$ cat src/rtl/uart_pkg.sv
// Shared UART definitions: frame geometry, default bit period, receiver
// state encoding and the even-parity helper also used by the 7-bit sender.
package uart_pkg;

    localparam int DATA_BITS            = 7;
    localparam int FRAME_BITS           = 10;
    localparam int CLKS_PER_BIT_DEFAULT = 60;
    localparam int IDX_W                = $clog2(DATA_BITS);

    typedef enum logic [2:0] {
        ST_IDLE      = 3'd0,
        ST_START     = 3'd1,
        ST_DATA      = 3'd2,
        ST_PARITY    = 3'd3,
        ST_STOP      = 3'd4,
        ST_WAIT_HIGH = 3'd5
    } rx_state_e;

    // Even-parity bit for a character: 1 when the data holds an odd number of ones.
    function automatic logic even_parity(input logic [DATA_BITS-1:0] data);
        return ^data;
    endfunction

endpackage

$ cat src/rtl/uart_rx_sync.sv
// Two-flop synchronizer for the asynchronous RX pin plus a falling-edge
// detector on the synchronized line. All flops reset to the idle (high)
// level so that reset itself never looks like a start edge.
module uart_rx_sync (
    input  logic clk,
    input  logic rst,
    input  logic serial_i,
    output logic rx_s_o,
    output logic fall_o
);

    logic meta_q;
    logic sync_q;
    logic prev_q;

    // Synchronizer chain and one-cycle history of the synchronized line.
    always_ff @(posedge clk) begin
        if (rst) begin
            meta_q <= 1'b1;
            sync_q <= 1'b1;
            prev_q <= 1'b1;
        end else begin
            meta_q <= serial_i;
            sync_q <= meta_q;
            prev_q <= sync_q;
        end
    end

    assign rx_s_o = sync_q;
    assign fall_o = prev_q & ~sync_q;

endmodule

$ cat src/rtl/uart_receiver.sv
// UART receive stage: 10-bit frames (start, 7 data LSB-first, even parity,
// stop) at CLKS_PER_BIT clocks per bit (CLKS_PER_BIT must be >= 4).
// Each character is presented on rx_data with a one-cycle rx_valid strobe;
// parity_err/frame_err are updated with the strobe and held until the next.
// Optional feature: define UART_RX_PARITY_CHECK_EN to compare the parity bit;
// without it the parity slot is still timed but parity_err is tied to 0.
module uart_receiver
    import uart_pkg::*;
#(
    parameter int CLKS_PER_BIT = CLKS_PER_BIT_DEFAULT
) (
    input  logic                 clk,
    input  logic                 rst,
    input  logic                 serial_in,
    output logic [DATA_BITS-1:0] rx_data,
    output logic                 rx_valid,
    output logic                 parity_err,
    output logic                 frame_err,
    output logic                 busy
);

    localparam int               HALF      = CLKS_PER_BIT / 2;
    localparam int               CNT_W     = $clog2(CLKS_PER_BIT);
    localparam logic [CNT_W-1:0] HALF_LAST = CNT_W'(HALF - 1);
    localparam logic [CNT_W-1:0] BIT_LAST  = CNT_W'(CLKS_PER_BIT - 1);
    localparam logic [IDX_W-1:0] IDX_LAST  = IDX_W'(DATA_BITS - 1);

    logic rx_s_s;
    logic fall_s;

    rx_state_e              state_q;
    logic [CNT_W-1:0]       cnt_q;
    logic [IDX_W-1:0]       idx_q;
    logic [DATA_BITS-1:0]   shift_q;
    logic [DATA_BITS-1:0]   rx_data_q;
    logic                   rx_valid_q;
    logic                   frame_err_q;
    logic                   busy_q;
`ifdef UART_RX_PARITY_CHECK_EN
    logic                   par_bit_q;
    logic                   parity_err_q;
`endif

    uart_rx_sync u_sync (
        .clk      (clk),
        .rst      (rst),
        .serial_i (serial_in),
        .rx_s_o   (rx_s_s),
        .fall_o   (fall_s)
    );

    // Frame-recovery FSM: the counter restarts at every sample point, so the
    // start sample lands HALF cycles after the edge and each later sample
    // exactly one bit period after the previous one.
    always_ff @(posedge clk) begin
        if (rst) begin
            // Start in WAIT_HIGH so a low line at reset release is not taken as a start bit.
            state_q     <= ST_WAIT_HIGH;
            cnt_q       <= '0;
            idx_q       <= '0;
            shift_q     <= '0;
            rx_data_q   <= '0;
            rx_valid_q  <= 1'b0;
            frame_err_q <= 1'b0;
            busy_q      <= 1'b0;
`ifdef UART_RX_PARITY_CHECK_EN
            par_bit_q    <= 1'b0;
            parity_err_q <= 1'b0;
`endif
        end else begin
            rx_valid_q <= 1'b0;
            case (state_q)
                ST_IDLE: begin
                    if (fall_s) begin
                        state_q <= ST_START;
                        cnt_q   <= '0;
                        busy_q  <= 1'b1;
                    end
                end
                ST_START: begin
                    if (cnt_q == HALF_LAST) begin
                        cnt_q <= '0;
                        idx_q <= '0;
                        if (rx_s_s) begin
                            // Line back high mid start bit: treat as a glitch.
                            state_q <= ST_IDLE;
                            busy_q  <= 1'b0;
                        end else begin
                            state_q <= ST_DATA;
                        end
                    end else begin
                        cnt_q <= cnt_q + CNT_W'(1);
                    end
                end
                ST_DATA: begin
                    if (cnt_q == BIT_LAST) begin
                        cnt_q   <= '0;
                        shift_q <= {rx_s_s, shift_q[DATA_BITS-1:1]};
                        if (idx_q == IDX_LAST) begin
                            state_q <= ST_PARITY;
                        end else begin
                            idx_q <= idx_q + IDX_W'(1);
                        end
                    end else begin
                        cnt_q <= cnt_q + CNT_W'(1);
                    end
                end
                ST_PARITY: begin
                    if (cnt_q == BIT_LAST) begin
                        cnt_q   <= '0;
                        state_q <= ST_STOP;
`ifdef UART_RX_PARITY_CHECK_EN
                        par_bit_q <= rx_s_s;
`endif
                    end else begin
                        cnt_q <= cnt_q + CNT_W'(1);
                    end
                end
                ST_STOP: begin
                    if (cnt_q == BIT_LAST) begin
                        cnt_q       <= '0;
                        rx_data_q   <= shift_q;
                        rx_valid_q  <= 1'b1;
                        frame_err_q <= ~rx_s_s;
                        busy_q      <= 1'b0;
`ifdef UART_RX_PARITY_CHECK_EN
                        parity_err_q <= par_bit_q ^ even_parity(shift_q);
`endif
                        // A low stop bit (e.g. break) must see the line high before re-arming.
                        state_q <= rx_s_s ? ST_IDLE : ST_WAIT_HIGH;
                    end else begin
                        cnt_q <= cnt_q + CNT_W'(1);
                    end
                end
                ST_WAIT_HIGH: begin
                    if (rx_s_s) begin
                        state_q <= ST_IDLE;
                    end
                end
                default: begin
                    state_q <= ST_WAIT_HIGH;
                    busy_q  <= 1'b0;
                end
            endcase
        end
    end

    assign rx_data   = rx_data_q;
    assign rx_valid  = rx_valid_q;
    assign frame_err = frame_err_q;
    assign busy      = busy_q;
`ifdef UART_RX_PARITY_CHECK_EN
    assign parity_err = parity_err_q;
`else
    assign parity_err = 1'b0;
`endif

endmodule

$ cat config.mk
export PLATFORM = sky130hd
export DESIGN_NAME = uart_receiver
export DESIGN_NICKNAME = d
export VERILOG_FILES = /design/src/rtl/uart_pkg.sv /design/src/rtl/uart_rx_sync.sv /design/src/rtl/uart_receiver.sv
export SDC_FILE = /design/constraint.sdc
export NUM_CORES = 1
export LEC_CHECK = 0
export CELL_PAD_IN_SITES_DETAIL_PLACEMENT = 2
export CELL_PAD_IN_SITES_GLOBAL_PLACEMENT = 2
export CORE_UTILIZATION = 34
export DETAILED_ROUTE_END_ITERATION = 6
export MAX_ROUTING_LAYER = met4
export PLACE_DENSITY_LB_ADDON = 0.1
export SYNTH_ARGS = -nofsm -noshare
export SYNTH_HDL_FRONTEND = slang
export SYNTH_SLANG_ARGS = --single-unit
$ cat constraint.sdc
create_clock -name clk -period 2.1 [get_ports clk]
set_clock_uncertainty 0.2 [all_clocks]
set_input_delay 0.525 -clock clk [delete_from_list [all_inputs] [get_ports clk]]
set_output_delay 0.525 -clock clk [all_outputs]
set_load 0.1 [all_outputs]
==> impl_metrics.yaml, run 1 <==
yosys:
  synth_top_family_by_area: "simple AND/OR/NAND/NOR gates"
  muxShareOfSynthArea_pct: 11.23
  yosysTopAreaCell: "dfxtp_1"
  ys_ff_latch: 32
  ys_types: 34
  syn_area_per_cell_sq_um: 8.658
  ys_async_sr_fraction_pct: 0
  synthAdderAreaFrac_pct: 3.303
  post_synth_inst_count: 175
  synthXorXnorAreaFrac_pct: 0.5780
  synth_top_cells_by_area: "dfxtp_1 42%, mux2i_1 11%, nor2_1 7.4%"
  synth_compound_area_share_pct: 15.11
  syn-cell-area_sq_mm: 0.001515
  synthFlopType: "dfxtp_1"
  ys_seq_area_share_pct: 42.28
  mappedNetlistNets: 182
  synth_enable_flop_cells: 0
  netlist_top_cells_count: "32 x dfxtp_1, 30 x nor2_1, 17 x mux2i_1"
  synth_top_area_share_pct: 42.28
  ys_warn_count: 0
  synth.most_common_cell: "dfxtp_1"
  synthSimpleGateAreaFrac_pct: 23.29
sta:
  clock.fmax_mhz: 498.9
  setup_viol: 0
  period_share_pct: 95.45
  setup_tns_ns: 0
  min_period_ns: 2.004
  hold_violations: 0
  rsz0062_at_grt: "false"
  worst_slack_ns: 0.09556
  slew_violations: 0
power:
  power_per_cell_area_mw_per_mm2: 927.2
  ir_drop_v: 0.0003722
  total_leakage_power_nw: 0.8294
clock_tree:
  clkSinkCount: 32
  clk_path_buf_depth: 2
  clk_pin_slew_ns: 0.07
  cts-root-buf: "clkbuf_8"
  ctsResizeCount: 0
  cts_buffers: 5
  post_cts_buffers: 0
  holdBufCountCts: 0
  clock_latency_ns: 0.28
  cts_tree: "done"
  htreeDepth: 2
worst_setup_path:
  ff2ff_setup_slack_ns: 0.1
  r2r-end: "state_q[0]"
  cp-startpoint: "cnt_q[1]"
  worstSetupPathType: "reg2reg"
  end_kind: "register"
  critPathArrivalTime_ns: 1.97
  critPathLaunchType: "register"
  required_ns: 2.06
  reg2reg_depth: 6
  crit_end: "state_q[0]"
  worstPathMaxFanout: 5
  r2r_start: "cnt_q[1]"
route:
  routed_wl_mm: 4.130
  drt_iter0_drc: 31
  drtPass1Iterations: 4
  num_vias: 1288
  routedWlPerCell_um: 17.14
  ant_nets: 0
  viasPerCell: 5.344
  drc: 0
final_layout:
  fin_util_pct: 46.41
  area_delta_synth_final_pct: 26.92
  num_antenna_cells: 0
  nets: 197
  fin_area_sq_mm: 0.001923
  drive_gt1_share_pct: 17.28
floorplanning:
  io_pins: 14
  die_y_um: 68.76
  die_x_um: 68.76
  initial_utilization_pct: 36.56
  core_area_sq_mm: 0.004144
  rows: 23
  die-area_sq_mm: 0.004727
global_route:
  antenna_found_initial: 0
  grt_pass1_wl_mm: 6.513
  grt-ovfl-total: 0
  grt_pass1_vias: 1304
  grt_start_max_net_pins: 35
  track_usage_pct: 20.19
status:
  status: "complete, no violations"
placed_design:
  place_area_sq_mm: 0.001810
  portBuffers: 12
  globalplace.congestion: 0.8153
  dp_slack_ns: 0.06948
  detailed_place_hpwl_mm: 2.939
worst_hold_path:
  hold-path-cell-count: 1
  hold_start: "u_sync.meta_q"
  hold_path_class: "reg2reg"
run:
  drv_cap: 0
-- stage by stage --
stage | cells | hold WS (ns) | power (mW)
global route | 241 | 0.2549 | 1.878
global placement | 233 | 0.1908 | 1.162
floorplan | 175 | 0.1895 | 1.054
CTS | 241 | 0.2188 | 1.798
finish | 241 | 0.2093 | 1.783
detailed placement | 233 | 0.2034 | 1.206
-- area by class of cell --
type                       instances  area [sq um]
multi-input combinational        129         815.8
fill                             447          2221
clock inverter                     2         35.03
clock buffer                       6         72.57
sequential                        32         644.4
timing repair buffer              18         277.8
tap                               50         62.56
inverter                           4         15.01
-- power by group --
group / leakage (nW) / switching [mW] / internal [mW]
Sequential: 0.259 / 0.101 / 0.655
Combinational: 0.515 / 0.260 / 0.183
Clock: 0.0552 / 0.232 / 0.352
Total: 0.829 / 0.593 / 1.19
-- logic make-up after synthesis --
family / count (synthesis)
simple gates: 69
compound gates: 37
flops: 32
mux: 17
buf+inv: 14
fa+ha+maj: 4
other cells: 1
xor+xnor: 1
-- flip-flops by register name, summed over array words and instances, names as in the netlist --
| signal | cells |
|---|---|
| shift_q | 7 |
| rx_data | 7 |
| state_q | 3 |
| busy | 1 |
| u_sync.rx_s_o | 1 |
| rx_valid | 1 |
| u_sync.prev_q | 1 |
| idx_q | 3 |
| frame_err | 1 |
| cnt_q | 6 |
| u_sync.meta_q | 1 |
-- worst max-delay path, stage by stage, from the launching register on --
cell       delay, ns
dfxtp_1         0.37
ha_1            0.23
and4b_2         0.31
o2bb2ai_2       0.18
nand2_1         0.14
a211o_1         0.31
mux2i_1         0.13
-- placed cells by master, fill, tap and decap left out, types with 3 or more instances in the layout --
cell | synthesis | final
nor2_1 | 30 | 30
a211o_1 | 3 | 3
nand2b_1 | 3 | 3
a21oi_1 | 16 | 16
dfxtp_1 | 32 | 29
nor2b_1 | 5 | 5
buf_4 | 1 | 5
or3_1 | 4 | 4
clkbuf_8 | 0 | 5
inv_1 | 4 | 4
ha_1 | 4 | 4
nand3_1 | 4 | 4
o21ai_0 | 8 | 8
mux2i_1 | 17 | 17
or2_2 | 3 | 3
dfxtp_2 | 0 | 3
buf_12 | 0 | 11
nand2_1 | 11 | 11
-- metal layers --
layer | up-vias | wire [um] | global-route usage, %
met5 | - | 0 | -
met4 | 0 | 57 | 7.398
met3 | 7 | 122 | 5.263
met2 | 19 | 2074 | 32.97
met1 | 634 | 1875 | 23.89
li1 | 628 | - | -
-- worst min-delay path by stage --
stage                    end
5_1_grt        u_sync.rx_s_o
2_1_floorplan  u_sync.rx_s_o
3_3_place_gp   u_sync.rx_s_o
3_5_place_dp   u_sync.rx_s_o
4_1_cts        u_sync.rx_s_o
6_report       u_sync.rx_s_o
(Power assumes the default switching activity.)
==> inputs of run 2 (changes only) <==
- ABC_CLOCK_PERIOD_IN_PS: unset -> 2100
==> results of run 2 <==
The final DEF is identical to that of run 1; final timing and power are the same.
